===== config.mk =====
export PLATFORM = sky130hd
export DESIGN_NAME = tail_light_ctrl
export DESIGN_NICKNAME = d
export VERILOG_FILES = /design/src/rtl/tail_light_ctrl.sv
export SDC_FILE = /design/constraint.sdc
export NUM_CORES = 1
export LEC_CHECK = 0
export ABC_AREA = 1
export CAP_MARGIN = 5
export CORE_UTILIZATION = 39
export DETAILED_ROUTE_END_ITERATION = 10
export DONT_BUFFER_PORTS = 1
export GPL_TIMING_DRIVEN = 0
export PLACE_DENSITY = 0.59
export SLEW_MARGIN = 20
export SYNTH_ARGS = -nofsm -noshare
export SYNTH_HDL_FRONTEND = slang
export SYNTH_SLANG_ARGS = --single-unit

===== constraint.sdc =====
create_clock -name CLK -period 2 [get_ports CLK]
set_input_delay 0.6 -clock CLK [delete_from_list [all_inputs] [get_ports CLK]]
set_output_delay 0.6 -clock CLK [all_outputs]
set_load 0.01 [all_outputs]

===== src/rtl/tail_light_ctrl.sv =====
// Rear lamp turn/hazard/brake sequencer with built-in tick prescaler.
// Optional brake fill enabled by defining TAIL_BRAKE_EN.
module tail_light_ctrl #(
   parameter int unsigned DIV = 50_000_000
) (
   input  logic       CLK,
   input  logic       RST,
   input  logic       LEFT,
   input  logic       RIGHT,
   input  logic       HAZ,
`ifdef TAIL_BRAKE_EN
   input  logic       BRAKE,
`endif
   output logic       LA,
   output logic       LB,
   output logic       LC,
   output logic       RA,
   output logic       RB,
   output logic       RC,
   output logic       BUSY,
   output logic [3:0] STATE
);

   localparam int unsigned CW = (DIV > 1) ? $clog2(DIV) : 1;

   typedef enum logic [3:0] {
      S_IDLE = 4'd0,
      S_L1   = 4'd1,
      S_L2   = 4'd2,
      S_L3   = 4'd3,
      S_R1   = 4'd4,
      S_R2   = 4'd5,
      S_R3   = 4'd6,
      S_HON  = 4'd7,
      S_HOFF = 4'd8
   } state_t;

   logic [CW-1:0] cnt_q, cnt_d;
   logic          tick;
   state_t        state_q, state_d;
   logic          pend_l_q, pend_l_d;
   logic          pend_r_q, pend_r_d;
   logic          last_r_q, last_r_d;
   logic          clr_l, clr_r;
   logic [5:0]    lamps_q, lamps_d;
   logic          busy_q, busy_d;
   logic [3:0]    state_out_q, state_out_d;
   logic          brake;

`ifdef TAIL_BRAKE_EN
   assign brake = BRAKE;
`else
   assign brake = 1'b0;
`endif

   // Prescaler: one-cycle tick at the top of each DIV-cycle period.
   always_comb begin
      tick  = (cnt_q == CW'(DIV - 1));
      cnt_d = tick ? '0 : cnt_q + CW'(1);
   end

   always_ff @(posedge CLK) begin
      if (RST) begin
         cnt_q       <= '0;
         state_q     <= S_IDLE;
         pend_l_q    <= 1'b0;
         pend_r_q    <= 1'b0;
         last_r_q    <= 1'b1;
         lamps_q     <= '0;
         busy_q      <= 1'b0;
         state_out_q <= 4'(S_IDLE);
      end else begin
         cnt_q       <= cnt_d;
         state_q     <= state_d;
         pend_l_q    <= pend_l_d;
         pend_r_q    <= pend_r_d;
         last_r_q    <= last_r_d;
         lamps_q     <= lamps_d;
         busy_q      <= busy_d;
         state_out_q <= state_out_d;
      end
   end

   // Next state; pending bits clear on service but a same-cycle request keeps them set.
   always_comb begin
      state_d  = state_q;
      last_r_d = last_r_q;
      clr_l    = 1'b0;
      clr_r    = 1'b0;
      if (tick) begin
         if (HAZ) begin
            state_d = (state_q == S_HON) ? S_HOFF : S_HON;
            clr_l   = 1'b1;
            clr_r   = 1'b1;
         end else begin
            case (state_q)
               S_HON, S_HOFF: state_d = S_IDLE;
               S_L1:          state_d = S_L2;
               S_L2:          state_d = S_L3;
               S_R1:          state_d = S_R2;
               S_R2:          state_d = S_R3;
               default: begin
                  if (pend_l_q && (!pend_r_q || last_r_q)) begin
                     state_d  = S_L1;
                     clr_l    = 1'b1;
                     last_r_d = 1'b0;
                  end else if (pend_r_q) begin
                     state_d  = S_R1;
                     clr_r    = 1'b1;
                     last_r_d = 1'b1;
                  end else begin
                     state_d  = S_IDLE;
                  end
               end
            endcase
         end
      end
      pend_l_d = LEFT  | (pend_l_q & ~clr_l);
      pend_r_d = RIGHT | (pend_r_q & ~clr_r);
   end

   // Lamp pattern from current state; brake fills whichever side is not sweeping.
   always_comb begin
      lamps_d     = 6'b000_000;
      busy_d      = (state_q != S_IDLE);
      state_out_d = 4'(state_q);
      case (state_q)
         S_L1:    lamps_d = 6'b100_000;
         S_L2:    lamps_d = 6'b110_000;
         S_L3:    lamps_d = 6'b111_000;
         S_R1:    lamps_d = 6'b000_100;
         S_R2:    lamps_d = 6'b000_110;
         S_R3:    lamps_d = 6'b000_111;
         S_HON:   lamps_d = 6'b111_111;
         default: lamps_d = 6'b000_000;
      endcase
      if (brake) begin
         case (state_q)
            S_IDLE:             lamps_d = 6'b111_111;
            S_L1, S_L2, S_L3:   lamps_d[2:0] = 3'b111;
            S_R1, S_R2, S_R3:   lamps_d[5:3] = 3'b111;
            default:            ;
         endcase
      end
   end

   assign {LA, LB, LC, RA, RB, RC} = lamps_q;
   assign BUSY  = busy_q;
   assign STATE = state_out_q;

endmodule

Word-level counts from Yosys, hierarchy flattened
Index checks and enable logic that the tools add are counted.

storage, ports and cells
  memories kept = 0
  bits in registers = 44
  memory bits (read-only) = 0
  bits in writable memories = 0
  bits in latches = 0

operators by class
  reduce and logical (&&, ||, !) cells = 9
  multipliers = 0
  eq/ne operators = 9
  $add $sub $neg = 1
  divide/modulo/power cells = 0
  bitwise gates (word level) = 8
  magnitude comparators = 0
  shift-type cells = 0
  mux-type cells = 17

operators with widths
  kind                                                 count
  one-hot mux 6 bit (7 select lines)                   1
  adder 26 x 1 -> 26 bit, second input constant        1
  equality test 26 bit, second input constant          1
  equality test 4 x 3 -> 1 bit, second input constant  4
  one-hot mux 3 bit (5 select lines)                   1
  2-to-1 mux 1 bit                                     11
  equality test 4 x 2 -> 1 bit, second input constant  2
  2-to-1 mux 4 bit                                     2
  2-to-1 mux 3 bit                                     2
  OR reduction 6 bit                                   1
  equality test 4 x 1 -> 1 bit, second input constant  1
  equality test 4 bit, second input constant           1
  NOT 1 bit                                            4
  AND reduction 4 bit                                  1
  nonzero test 4 bit                                   1
  OR reduction 2 bit                                   2
  AND 1 bit                                            2
  OR 1 bit                                             2
  nonzero test 2 bit                                   1
  logical AND 1 bit                                    1
  logical NOT 1 bit                                    1
  logical OR 1 bit                                     1

Longest topological paths before layout
  depth after elaboration = 10
  gate-level depth with buffers = 10

Worst setup path before layout
OpenSTA, ideal clock, no wires.

  kind = register to register
  start = register cnt_q[0]
  end = register cnt_q[22]
  stages on the path, launching flop included = 11
  period minus slack after synthesis = 1535 ps
  path slack = 465 ps
  data required time = 1887 ps
  data arrival time = 1422 ps
  path buffers = 0
  cells stage by stage = dfxtp_1 -> ha_1 -> nand3_4 -> nor2_4 -> nand2_4 -> nor2_4 -> nand2_2 -> nor2_2 -> nand2_1 -> nand2_1 -> nor2_1

between the ends
  longest elaborated chain between the ends = 2

RTL lines
  element                                                         line  text
  from (decl)                                                     38    logic [CW-1:0] cnt_q, cnt_d;
  from (signal assigned)                                          73    cnt_q <= cnt_d;
  branches (longest 2 deep; another with adder 26 x 1 -> 26 bit)  -

Several ways; the timed one is not identified.
A chain may end at the register's enable or synchronous reset.

Final worst setup path
  start = register cnt_q[0]
  end = register cnt_q[0]

The elaborated chain is that of the path after synthesis.

==> flow_summary.yaml <==
sta:
  clock.fmax_mhz: 549
  clock_skew_ps: 2.32
  period_minus_slack_ps: 1820
  fin_crit_sh: 0.911
  relSlewSlack: 0.716
  hold_viol: 0
  slew_violations: 0
  worstMarginPinSlew_ps: 426
  setup_viol: 0
  rsz0062_at_grt: "false"
  fin_setup_tns_ps: 0
grt:
  grt_pass1_vias: 1755
  antenna_found_initial: 0
  overflow: 0
  grt_max_degree: 15
  grt_usage: 0.172
  grt_pass1_wl_um: 8170
clock_tree:
  cts_resized: 0
  cts_tree: "done"
  cts_sinks: 44
  hold_buffers: 0
  clk_latency_ps: 290
  clock_path_buffers: 2
  path_clk_slew_ps: 80
  h-tree-depth: 2
  cts_root_buffer: "clkbuf_8"
  numCtsBuffers: 5
  post_cts_buffers: 0
place:
  io_buffers: 0
  hpwl_um: 3640
  placed_area_um2: 2330
  routabilityCongestion: 0.884
worst_setup_path:
  worstRegToRegCells: 7
  cp.arrival_ps: 2010
  slowest_delay_ps: 490
  r2r-start: "cnt_q[0]$_SDFF_PP0_"
  cp_cell_sequence: "ha_1 > nand3_4 > nor2_4 > nand4_2 > nand2_4 > buf_6 > nor2_1"
  crit_buf_inv: 1
  cp-start-kind: "flip-flop"
  r2r_slack_ps: 180
  r2r_end: "cnt_q[0]$_SDFF_PP0_"
  cp_top_family: "simple AND/OR/NAND/NOR gates"
  critPathRequiredTime_ps: 2180
  worstSetupPathType: "flip-flop to flip-flop"
  cp_max_fo: 10
  cp_slowest_cell: "dfxtp_1"
  end_kind: "flip-flop"
floorplan:
  die-area_um2: 6050
  die_h_um: 77.8
  coreArea_um2: 5510
  die_x_um: 77.8
  io_pins: 16
  start_util: 0.406
  fp-row-count: 27
worst_hold_path:
  hold-path-cell-count: 1
  hp-start: "RST"
  hold_path_end: "lamps_q[0]$_SDFF_PP0_"
  hold_class: "input port to flip-flop"
layout:
  final_core_util: 0.443
  area_growth_syn_to_layout_pct: 9.00
  final_common_cell: "nand2_1"
  final_nets: 326
  antenna_cells: 0
  mostFrequentLayoutCells: "nand2_1 (68), nor2_1 (49), dfxtp_1 (44), inv_1 (33), nand3_1 (23)"
  drive_gt1_frac: 0.131
  postLayoutCellArea_um2: 2440
power:
  powerDensity_nw_per_um2: 667
  peakVddDrop_uv: 331
  power.total_mw: 1.63
  power.leakage_nw: 0.941
routing:
  drc_errors: 0
  wirelength_um: 4730
  wire_per_inst_um: 12.0
  via_per_inst: 4.84
  drt_iter0_markers: 173
  dr_total_vias: 1902
  firstDrtPassIters: 4
  ant_nets: 0
status:
  status: "completed"
synthesis:
  synth.distinct_cells: 31
  synthCells: 313
  synth.net_count: 319
  synth-main-ff-cell: "dfxtp_1"
  ys_seq_area_frac: 0.394
  ys_warn_count: 0
  ys_ff_latch: 44
  synth_edf_count: 0
  syn_area_per_cell_um2: 7.15
  netlist_area_um2: 2240
  async_reset_ff_frac: 0
flow_run:
  maxCapViolations: 0
[layout make-up]
type / instances / area (um2)
clock inverters: 3 / 42.5
flip-flops and latches: 44 / 881
fillers: 592 / 3070
clock buffers: 5 / 68.8
multi-input cells: 223 / 1170
plain buffers: 3 / 26.3
inverters: 43 / 161
well taps: 72 / 90.1
[worst max-delay path by stage]
stage / start / end / depth (start not counted)
5_1_grt: cnt_q[0]$_SDFF_PP0_ / cnt_q[12]$_SDFF_PP0_ / 7
3_5_place_dp: cnt_q[0]$_SDFF_PP0_ / cnt_q[8]$_SDFF_PP0_ / 7
2_1_floorplan: cnt_q[0]$_SDFF_PP0_ / cnt_q[22]$_SDFF_PP0_ / 10
3_3_place_gp: cnt_q[0]$_SDFF_PP0_ / cnt_q[0]$_SDFF_PP0_ / 7
4_1_cts: cnt_q[0]$_SDFF_PP0_ / cnt_q[16]$_SDFF_PP0_ / 7
6_report: cnt_q[0]$_SDFF_PP0_ / cnt_q[0]$_SDFF_PP0_ / 7
[synth_stat cells (all sizes together), types with 2 or more instances]
library cell | instances | area share
nand2 | 74 | 0.14
nor2 | 55 | 0.10
dfxtp | 44 | 0.39
inv | 42 | 0.070
nand3 | 24 | 0.059
nor3 | 17 | 0.062
a21oi | 16 | 0.036
nand4 | 10 | 0.031
xor2 | 7 | 0.027
o21ai | 5 | 0.011
nand3b | 4 | 0.013
xnor2 | 4 | 0.016
buf | 2 | 0.010
nor4 | 2 | 0.0084
or2 | 2 | 0.0056
[sequential cells by signal, indices dropped and copies added (netlist names)]
signal / count
lamps_q: 6
state_out_d: 4
BUSY: 1
last_r_q: 1
pend_r_q: 1
pend_l_q: 1
STATE: 4
cnt_q: 26
[cell families after synthesis]
| kind of cell | share of synthesized area |
|---|---|
| buffers and inverters | 0.0838 |
| DFF | 0.394 |
| adders and majority gates | 0.00559 |
| and+or+nand+nor | 0.424 |
| xor gates and xnor gates | 0.0430 |
| AOI/OAI and AO/OA | 0.0503 |
[where the power goes]
group	leakage [nW]	switching, mW	internal, mW
Combinational	0.531	0.0379	0.0183
Sequential	0.356	0.00816	0.883
Clock	0.0541	0.310	0.370
[per-layer routing]
layer	vias up	part of all wire	global-route usage
met4	0	0.0057	0.0509
met5	-	0	0
met2	26	0.45	0.268
li1	1016	-	-
met1	858	0.52	0.238
met3	2	0.030	0.0365
[per-stage QoR]
stage	hold slack [ps]	std cells	setup slack, ps
4_1_cts	354	393	150
3_5_place_dp	449	385	176
6_report	367	393	178
5_1_grt	347	393	35.4
3_3_place_gp	443	385	168
2_1_floorplan	423	313	465
Note: power is estimated with default switching activity, not from simulation.
